`src/rtl/uart_tx_arbiter_if.sv`:
```
// rtl/uart_tx_arbiter_if.sv - requester/transmitter handshake bundle for the UART TX arbiter
interface uart_tx_arbiter_if;
  logic [3:0]  req;
  logic [31:0] data_in;
  logic [3:0]  gnt;
  logic [1:0]  gnt_id;
  logic [7:0]  tx_data;
  logic        tx_start_req;
  logic        tx_start_ack;
  logic        busy;
  logic        err;

  // Requesters and the UART transmitter side
  modport master (
    output req, data_in, tx_start_ack,
    input  gnt, gnt_id, tx_data, tx_start_req, busy, err
  );

  // Arbiter side
  modport slave (
    input  req, data_in, tx_start_ack,
    output gnt, gnt_id, tx_data, tx_start_req, busy, err
  );
endinterface

```
`src/rtl/uart_tx_arbiter.sv`:
```
// rtl/uart_tx_arbiter.sv - round-robin arbiter feeding one UART transmitter with req/ack start handshake
module uart_tx_arbiter #(
  parameter int FRAME_CYCLES = 2780,
  parameter int ACK_TIMEOUT  = 4096
) (
  input logic             clk,
  input logic             rst,
  uart_tx_arbiter_if.slave bus
);

  localparam int MAX_CYCLES = (FRAME_CYCLES > ACK_TIMEOUT) ? FRAME_CYCLES : ACK_TIMEOUT;
  localparam int CW         = $clog2(MAX_CYCLES + 1);
  localparam logic [CW-1:0] ACK_LAST   = CW'(ACK_TIMEOUT - 1);
  localparam logic [CW-1:0] FRAME_LAST = CW'(FRAME_CYCLES - 1);

  typedef enum logic [1:0] {IDLE, WAIT_ACK, WAIT_ACK_LOW, GUARD} state_t;

  state_t        state, state_d;
  logic [1:0]    ptr, ptr_d;
  logic [3:0]    gnt_q, gnt_d;
  logic [1:0]    gnt_id_q, gnt_id_d;
  logic [7:0]    tx_data_q, tx_data_d;
  logic          tx_req_q, tx_req_d;
  logic          busy_q, busy_d;
  logic          err_q, err_d;
  logic [CW-1:0] cnt, cnt_d;
  logic          ack_meta, ack_s;
  logic          found;
  logic [1:0]    winner;

  // Bring the baud-domain acknowledge into the clk domain
  always_ff @(posedge clk or posedge rst) begin
    if (rst) begin
      ack_meta <= 1'b0;
      ack_s    <= 1'b0;
    end else begin
      ack_meta <= bus.tx_start_ack;
      ack_s    <= ack_meta;
    end
  end

  // First pending requester at or after the priority pointer, wrapping 3->0
  always_comb begin
    logic [1:0] idx;
    found  = 1'b0;
    winner = '0;
    idx    = '0;
    for (int i = 0; i < 4; i++) begin
      idx = ptr + 2'(i);
      if (!found && bus.req[idx]) begin
        found  = 1'b1;
        winner = idx;
      end
    end
  end

  // Next-state and next-output logic; every output is taken from a register
  always_comb begin
    state_d   = state;
    ptr_d     = ptr;
    gnt_d     = '0;
    gnt_id_d  = gnt_id_q;
    tx_data_d = tx_data_q;
    tx_req_d  = tx_req_q;
    err_d     = 1'b0;
    cnt_d     = cnt;
    case (state)
      IDLE: begin
        if (found) begin
          tx_data_d = bus.data_in[{winner, 3'b000} +: 8];
          gnt_d     = 4'b0001 << winner;
          gnt_id_d  = winner;
          ptr_d     = winner + 2'd1;
          tx_req_d  = 1'b1;
          cnt_d     = '0;
          state_d   = WAIT_ACK;
        end
      end
      WAIT_ACK: begin
        if (ack_s) begin
          tx_req_d = 1'b0;
          state_d  = WAIT_ACK_LOW;
        end else if (cnt == ACK_LAST) begin
          // The byte is dropped; the requester already saw its grant
          tx_req_d = 1'b0;
          err_d    = 1'b1;
          state_d  = IDLE;
        end else begin
          cnt_d = cnt + CW'(1);
        end
      end
      WAIT_ACK_LOW: begin
        if (!ack_s) begin
          cnt_d   = '0;
          state_d = GUARD;
        end
      end
      GUARD: begin
        if (cnt == FRAME_LAST) begin
          state_d = IDLE;
        end else begin
          cnt_d = cnt + CW'(1);
        end
      end
      default: state_d = IDLE;
    endcase
    busy_d = (state_d != IDLE);
  end

  // State and output registers; reset aborts any handshake without pulses
  always_ff @(posedge clk or posedge rst) begin
    if (rst) begin
      state     <= IDLE;
      ptr       <= '0;
      gnt_q     <= '0;
      gnt_id_q  <= '0;
      tx_data_q <= '0;
      tx_req_q  <= 1'b0;
      busy_q    <= 1'b0;
      err_q     <= 1'b0;
      cnt       <= '0;
    end else begin
      state     <= state_d;
      ptr       <= ptr_d;
      gnt_q     <= gnt_d;
      gnt_id_q  <= gnt_id_d;
      tx_data_q <= tx_data_d;
      tx_req_q  <= tx_req_d;
      busy_q    <= busy_d;
      err_q     <= err_d;
      cnt       <= cnt_d;
    end
  end

  assign bus.gnt          = gnt_q;
  assign bus.gnt_id       = gnt_id_q;
  assign bus.tx_data      = tx_data_q;
  assign bus.tx_start_req = tx_req_q;
  assign bus.busy         = busy_q;
  assign bus.err          = err_q;

endmodule

```
`src/flat_wrapper.sv`:
```
// flat-port wrapper written by rule: the top's interface ports become plain ports
module uart_tx_arbiter_flat 
#(
  parameter int FRAME_CYCLES = 2780,
  parameter int ACK_TIMEOUT  = 4096
)
  (clk, rst, bus_req, bus_data_in, bus_tx_start_ack, bus_gnt, bus_gnt_id, bus_tx_data, bus_tx_start_req, bus_busy, bus_err);
  uart_tx_arbiter_if bus_i ();
  input logic clk;
  input logic rst;
  input wire logic [$bits(bus_i.req)-1:0] bus_req;
  input wire logic [$bits(bus_i.data_in)-1:0] bus_data_in;
  input wire logic [$bits(bus_i.tx_start_ack)-1:0] bus_tx_start_ack;
  output wire logic [$bits(bus_i.gnt)-1:0] bus_gnt;
  output wire logic [$bits(bus_i.gnt_id)-1:0] bus_gnt_id;
  output wire logic [$bits(bus_i.tx_data)-1:0] bus_tx_data;
  output wire logic [$bits(bus_i.tx_start_req)-1:0] bus_tx_start_req;
  output wire logic [$bits(bus_i.busy)-1:0] bus_busy;
  output wire logic [$bits(bus_i.err)-1:0] bus_err;
  assign bus_i.req = bus_req;
  assign bus_i.data_in = bus_data_in;
  assign bus_i.tx_start_ack = bus_tx_start_ack;
  assign bus_gnt = bus_i.gnt;
  assign bus_gnt_id = bus_i.gnt_id;
  assign bus_tx_data = bus_i.tx_data;
  assign bus_tx_start_req = bus_i.tx_start_req;
  assign bus_busy = bus_i.busy;
  assign bus_err = bus_i.err;
  uart_tx_arbiter #(.FRAME_CYCLES(FRAME_CYCLES), .ACK_TIMEOUT(ACK_TIMEOUT)) u_core (.clk(clk), .rst(rst), .bus(bus_i));
endmodule
```
`config.mk`:
```
export PLATFORM = sky130hd
export DESIGN_NAME = uart_tx_arbiter_flat
export DESIGN_NICKNAME = d
export VERILOG_FILES = /design/src/rtl/uart_tx_arbiter_if.sv /design/src/rtl/uart_tx_arbiter.sv /design/src/flat_wrapper.sv
export SDC_FILE = /design/constraint.sdc
export NUM_CORES = 1
export LEC_CHECK = 0
export ABC_AREA = 1
export BUFFER_PORTS_ARGS = -buffer_cell sky130_fd_sc_hd__buf_2
export CORE_ASPECT_RATIO = 0.8
export CORE_MARGIN = 2
export CORE_UTILIZATION = 50
export CTS_CLUSTER_SIZE = 28
export DETAILED_ROUTE_END_ITERATION = 10
export PLACE_DENSITY = 0.74
export SYNTH_ARGS = -nofsm -noshare
export SYNTH_HDL_FRONTEND = slang
export SYNTH_SLANG_ARGS = --single-unit
export TNS_END_PERCENT = 20
```
`constraint.sdc`:
```
create_clock -name clk -period 4.4 [get_ports clk]
set_input_delay 0.88 -clock clk [delete_from_list [all_inputs] [get_ports clk]]
set_output_delay 0.88 -clock clk [all_outputs]
set_load 0.02 [all_outputs]
```
Word level (Yosys, flattened, before mapping) --
Cells that the tools add are included.
Storage, ports and cells: bits of input ports 39, word-level logic and storage cells 82, output and inout port bits 17, register bits 36
Operators by class: reduce and logical (&&, ||, !) cells 12, muxes and demuxes 37, order comparisons 4, shifts and indexed selects 2, add/sub/neg operators 5, equal/unequal tests 11
Operators with widths (number):
- $mux W13 | 5
- $pmux W13 S4 | 1
- $shiftx A32 B6 Y8 | 1
- $eq A13 B12 Y1 const B | 2
- $mux W2 | 9
- $mux W1 | 14
- $add A13 B1 Y13 const B | 1
- $lt A2 B3 Y1 const B | 4
- $bmux W1 S2 | 4
- $mux W4 | 2
- $ne A2 B2 Y1 const B | 4
- $pmux W2 S4 | 1
- $reduce_and A5 Y1 | 1
- $add A2 B1 Y2 const B | 2
- $add A2 B2 Y2 const B | 2
- $eq A2 B2 Y1 const B | 2
- $reduce_bool A2 Y1 | 2
- $shl A1 B2 Y4 const A | 1
- $logic_and A1 B1 Y1 | 3
- $logic_not A1 Y1 | 3
- $ne A3 B1 Y1 const B | 1
- $reduce_and A3 Y1 | 1
- $eq A2 B1 Y1 const B | 1
- $logic_not A2 Y1 | 1
- other kinds (3) | 3

Longest topological paths before layout --
depth after elaboration 15, depth in mapped cells 16, depth with buffers taken out 14

Worst setup path after synthesis --
Ideal clock, no wire load.
path type input to register, from input port bus_req[3], to register u_core.ptr[1], required time 4.274 ns, setup time 0.126 ns, cell stages on the path 12, buffers on the path 1, arrival time 2.133 ns, slack 2.141 ns, cells stage by stage inv_1 nand2_1 nand3_1 nand2_1 nor2_4 nand3_4 nand3_1 buf_4 inv_2 ha_1 nand2_1 o21ai_0
On the way: longest elaborated chain between the ends 13, elaborated cells between the ends (all ways) 24, classes of those cells add/sub (1); mux (16); reduce/logical (7)
RTL lines:
- start, declared | RTL line flat_wrapper.sv:11 | input wire logic [$bits(bus_i.req)-1:0] bus_req;
- $bmux W1 S2 | RTL line uart_tx_arbiter.sv:50 | if (!found && bus.req[idx]) begin
- $mux W1 (not written as such) | RTL line uart_tx_arbiter.sv:50
- $mux W1 | RTL line uart_tx_arbiter.sv:50
- $logic_not A1 Y1 | RTL line uart_tx_arbiter.sv:50
- $logic_and A1 B1 Y1 | RTL line uart_tx_arbiter.sv:50
- $mux W1 | RTL line uart_tx_arbiter.sv:50
- $logic_not A1 Y1 | RTL line uart_tx_arbiter.sv:50
- $logic_and A1 B1 Y1 | RTL line uart_tx_arbiter.sv:50
- $mux W1 | RTL line uart_tx_arbiter.sv:50
- $logic_not A1 Y1 | RTL line uart_tx_arbiter.sv:50
- $logic_and A1 B1 Y1 | RTL line uart_tx_arbiter.sv:50
- $mux W2 * | RTL line uart_tx_arbiter.sv:50
- via u_core.winner[0] | RTL line uart_tx_arbiter.sv:29 | logic [1:0] winner;
- $add A2 B1 Y2 * | RTL line uart_tx_arbiter.sv:73 | ptr_d = winner + 2'd1;
- end signal, assigned | RTL line uart_tx_arbiter.sv:124 | ptr <= ptr_d;
- end, declared | RTL line uart_tx_arbiter.sv:19 | logic [1:0] ptr, ptr_d;
The timed path passes the listed nets; every way through them passes the cells marked *. The select of a mux whose other input is x is not followed. A chain may end at the register's enable or synchronous reset.

Worst setup path after layout --
Same ends and word-level chain as after synthesis.

==> metrics.yaml <==
crit_path_frequent_cell: "nand2_1"
post_cts_buffers: 0
netlist_area_um2: 2429
port_buffers: 55
synth_edf_count: 0
grt_usage: 0.2246
status: "finished, final reports clean"
cts_sinks: 36
post_cts_resize_count: 0
path_clk_slew_ns: 0.07
clock-root-buffer: "clkbuf_8"
worst_pin_slew_ns: 0.7814
comb_power_share: 0.616
cts_made_buffers: 5
crit_path_max_incr_delay_ns: 0.68
worstPathMaxFanout: 21
wl_per_cell_um: 11.33
max_slew_margin: 0.4776
cp.required_ns: 4.57
synth-main-ff-cell: "dfrtp_1"
grt_pass1_wl_um: 9494
initial_core_util: 0.5252
drc_errors: 0
clockPowerShare: 0.126
fin_ws_ns: 1.394
grt-ovfl-total: 0
yosys.area.top_type: "dfrtp_1"
ys_types: 23
p_leak_uw: 0.001608
gp_congestion: 0.8533
syn_area_per_cell_um2: 6.617
dp_hpwl_um: 4069
final_common_cell: "nand2_1"
drive_gt1_frac: 0.1738
synthToLayoutAreaGrowth_pct: 15.87
drtPass1Iterations: 5
yosys-top-cells-area: "dfrtp_1 37%, nand2_1 20%, inv_1 9.1%"
syn_inst: 367
slew_violations: 0
synth-async-reset-ratio: 1.000
routed_wl_um: 5439
final_cell_mix: "129 x nand2_1, 59 x inv_1, 55 x buf_2"
final_core_util: 0.6085
fin_worst_skew_ns: 0.004444
crit_path_cell_trace: "buf_2 -> inv_1 -> nand2_1 -> nand3_1 -> nand2_1 -> inv_1 -> nand2_1 -> nand2_1 -> nand3_1 -> inv_2 -> ha_1 -> nand2_1 -> o21ai_0"
grt_pass1_vias: 2220
p_int_uw: 900.1
maxCapViolations: 0
insertion_delay_ns: 0.29
hold_depth: 0
design.die.area_um2: 5434
antenna_found_initial: 0
yosys_warnings: 0
clock_tree.buffer_depth: 2
hp-class: "flip-flop to flip-flop"
drt_iter0_drc: 134
cts_tree: "yes"
antenna_cells: 0
coreArea_um2: 4624
die_w_um: 81.92
netlist.area_leader.share: 0.3709
switchingPower_uw: 986.4
end_kind: "flip-flop"
critical_path_arrival_ns: 3.18
fin_cells: 480
seq_area_frac_synth: 0.3709
fmax_mhz: 332.7
period_needed_ns: 3.006
vias: 2432
tns_ns: 0
critPathKind: "input pin to flip-flop"
syn_nets: 411
cp_num_cells: 13
std_cell_rows: 22
num_io_pins: 56
path_buf_inv: 4
irDropWorstVdd_mv: 0.3347
start_kind: "input pin"
r2r_cells: 13
die_h_um: 66.34
place_ws_ns: 1.167
place_inst: 472
synth_seq_cells: 36
htreeDepth: 2
setup_viol: 0
hold_viol_final: 0
cts_hold_buf: 0
powerDensity_nw_per_um2: 670.4
critPathSlowestCell: "nand3_1"
drtAntennaViolNets: 0
swShare: 0.5229
nNetsFinal: 463
period_share: 0.6832
routed_via_density: 5.067
timing.hold.ws_ns: 0.3494
grt_max_degree: 37
seqPwrFrac: 0.258
rsz0062_at_grt: "false"
cp_top_family: "simple AND/OR/NAND/NOR gates"
[metal layers]
metal,share of wire,track usage,vias to the layer above
met2,0.43,0.3506,68
li1,-,-,1235
met5,0,0,-
met3,0.054,0.04372,11
met4,0.021,0.08542,0
met1,0.50,0.3067,1118
[worst register-to-register path, cell delays in order (launching register included)]
cell	delay (ns)
dfrtp_1	0.59
inv_6	0.09
nand2_1	0.07
nand2_1	0.12
nand2_1	0.09
nand2_1	0.05
nand2_1	0.08
nand2_1	0.05
nand2_1	0.33
nand3_1	0.68
inv_2	0.28
ha_1	0.26
nand2_1	0.06
o21ai_0	0.07
[power groups by stage]
stage | Combinational, µW | Clock [µW] | Sequential [µW]
2_1_floorplan | 895 | 0 | 529
5_1_grt | 1320 | 259 | 499
6_report | 1160 | 238 | 487
3_5_place_dp | 1150 | 0 | 492
3_3_place_gp | 1120 | 0 | 493
4_1_cts | 1150 | 246 | 488
[registers in the layout, summed over array words and instances (netlist names)]
register                 flops
u_core.bus.tx_start_req      1
u_core.ptr                   2
u_core.ack_s                 1
u_core.bus.gnt_id            2
u_core.bus.tx_data           8
u_core.state                 2
u_core.cnt                  13
u_core.bus.err               1
u_core.ack_meta              1
u_core.bus.gnt               4
u_core.bus.busy              1
[worst paths after layout]
check	from	end	slack, ns
min reg2reg	u_core.ack_meta$_DFF_PP0_	u_core.ack_s$_DFF_PP0_	0.35
max	bus_req[3]	u_core.ptr[1]$_DFFE_PP0P_	1.39
min	u_core.ack_meta$_DFF_PP0_	u_core.ack_s$_DFF_PP0_	0.35
max in group asynchronous	rst	u_core.bus.busy$_DFF_PP0_	3.41
min in group asynchronous	rst	u_core.bus.tx_data[0]$_DFFE_PP0P_	0.67
max reg2reg	u_core.ptr[0]$_DFFE_PP0P_	u_core.ptr[1]$_DFFE_PP0P_	1.44
[stage by stage]
step	power, µW	cell area (µm²)
after floorplan	1424	2429
after CTS	1888	2814
after global placement	1612	2724
final	1887	2814
after detailed placement	1640	2724
after global routing	2075	2814
[layout make-up]
type	count	area, µm²
Clock buffer	8	90.09
Fill cell	444	1810
Inverter	63	241.5
Multi-Input combinational cell	257	1224
Sequential cell	36	900.9
Tap cell	60	75.07
Timing Repair Buffer	56	282.8
[Yosys cell counts (3+ instances only)]
| library cell | count |
|---|---|
| nand2_1 | 129 |
| buf_2 | 8 |
| xor2_1 | 9 |
| inv_1 | 59 |
| dfrtp_1 | 36 |
| o21ai_0 | 7 |
| nor2_1 | 31 |
| o21ai_1 | 10 |
| nand4_1 | 16 |
| nor3_1 | 9 |
| nand3_1 | 33 |
| ha_1 | 5 |
| inv_2 | 3 |
[kinds of logic after synthesis]
family                   share of synthesized area
adder cells (fa/ha/maj)                    0.02576
flip-flops                                  0.3709
AND/OR/NAND/NOR                             0.4106
buffers and inverters                       0.1252
AO/OA/AOI/OAI                              0.03503
XOR/XNOR                                   0.03246
Note: power is estimated with default switching activity, not from simulation.
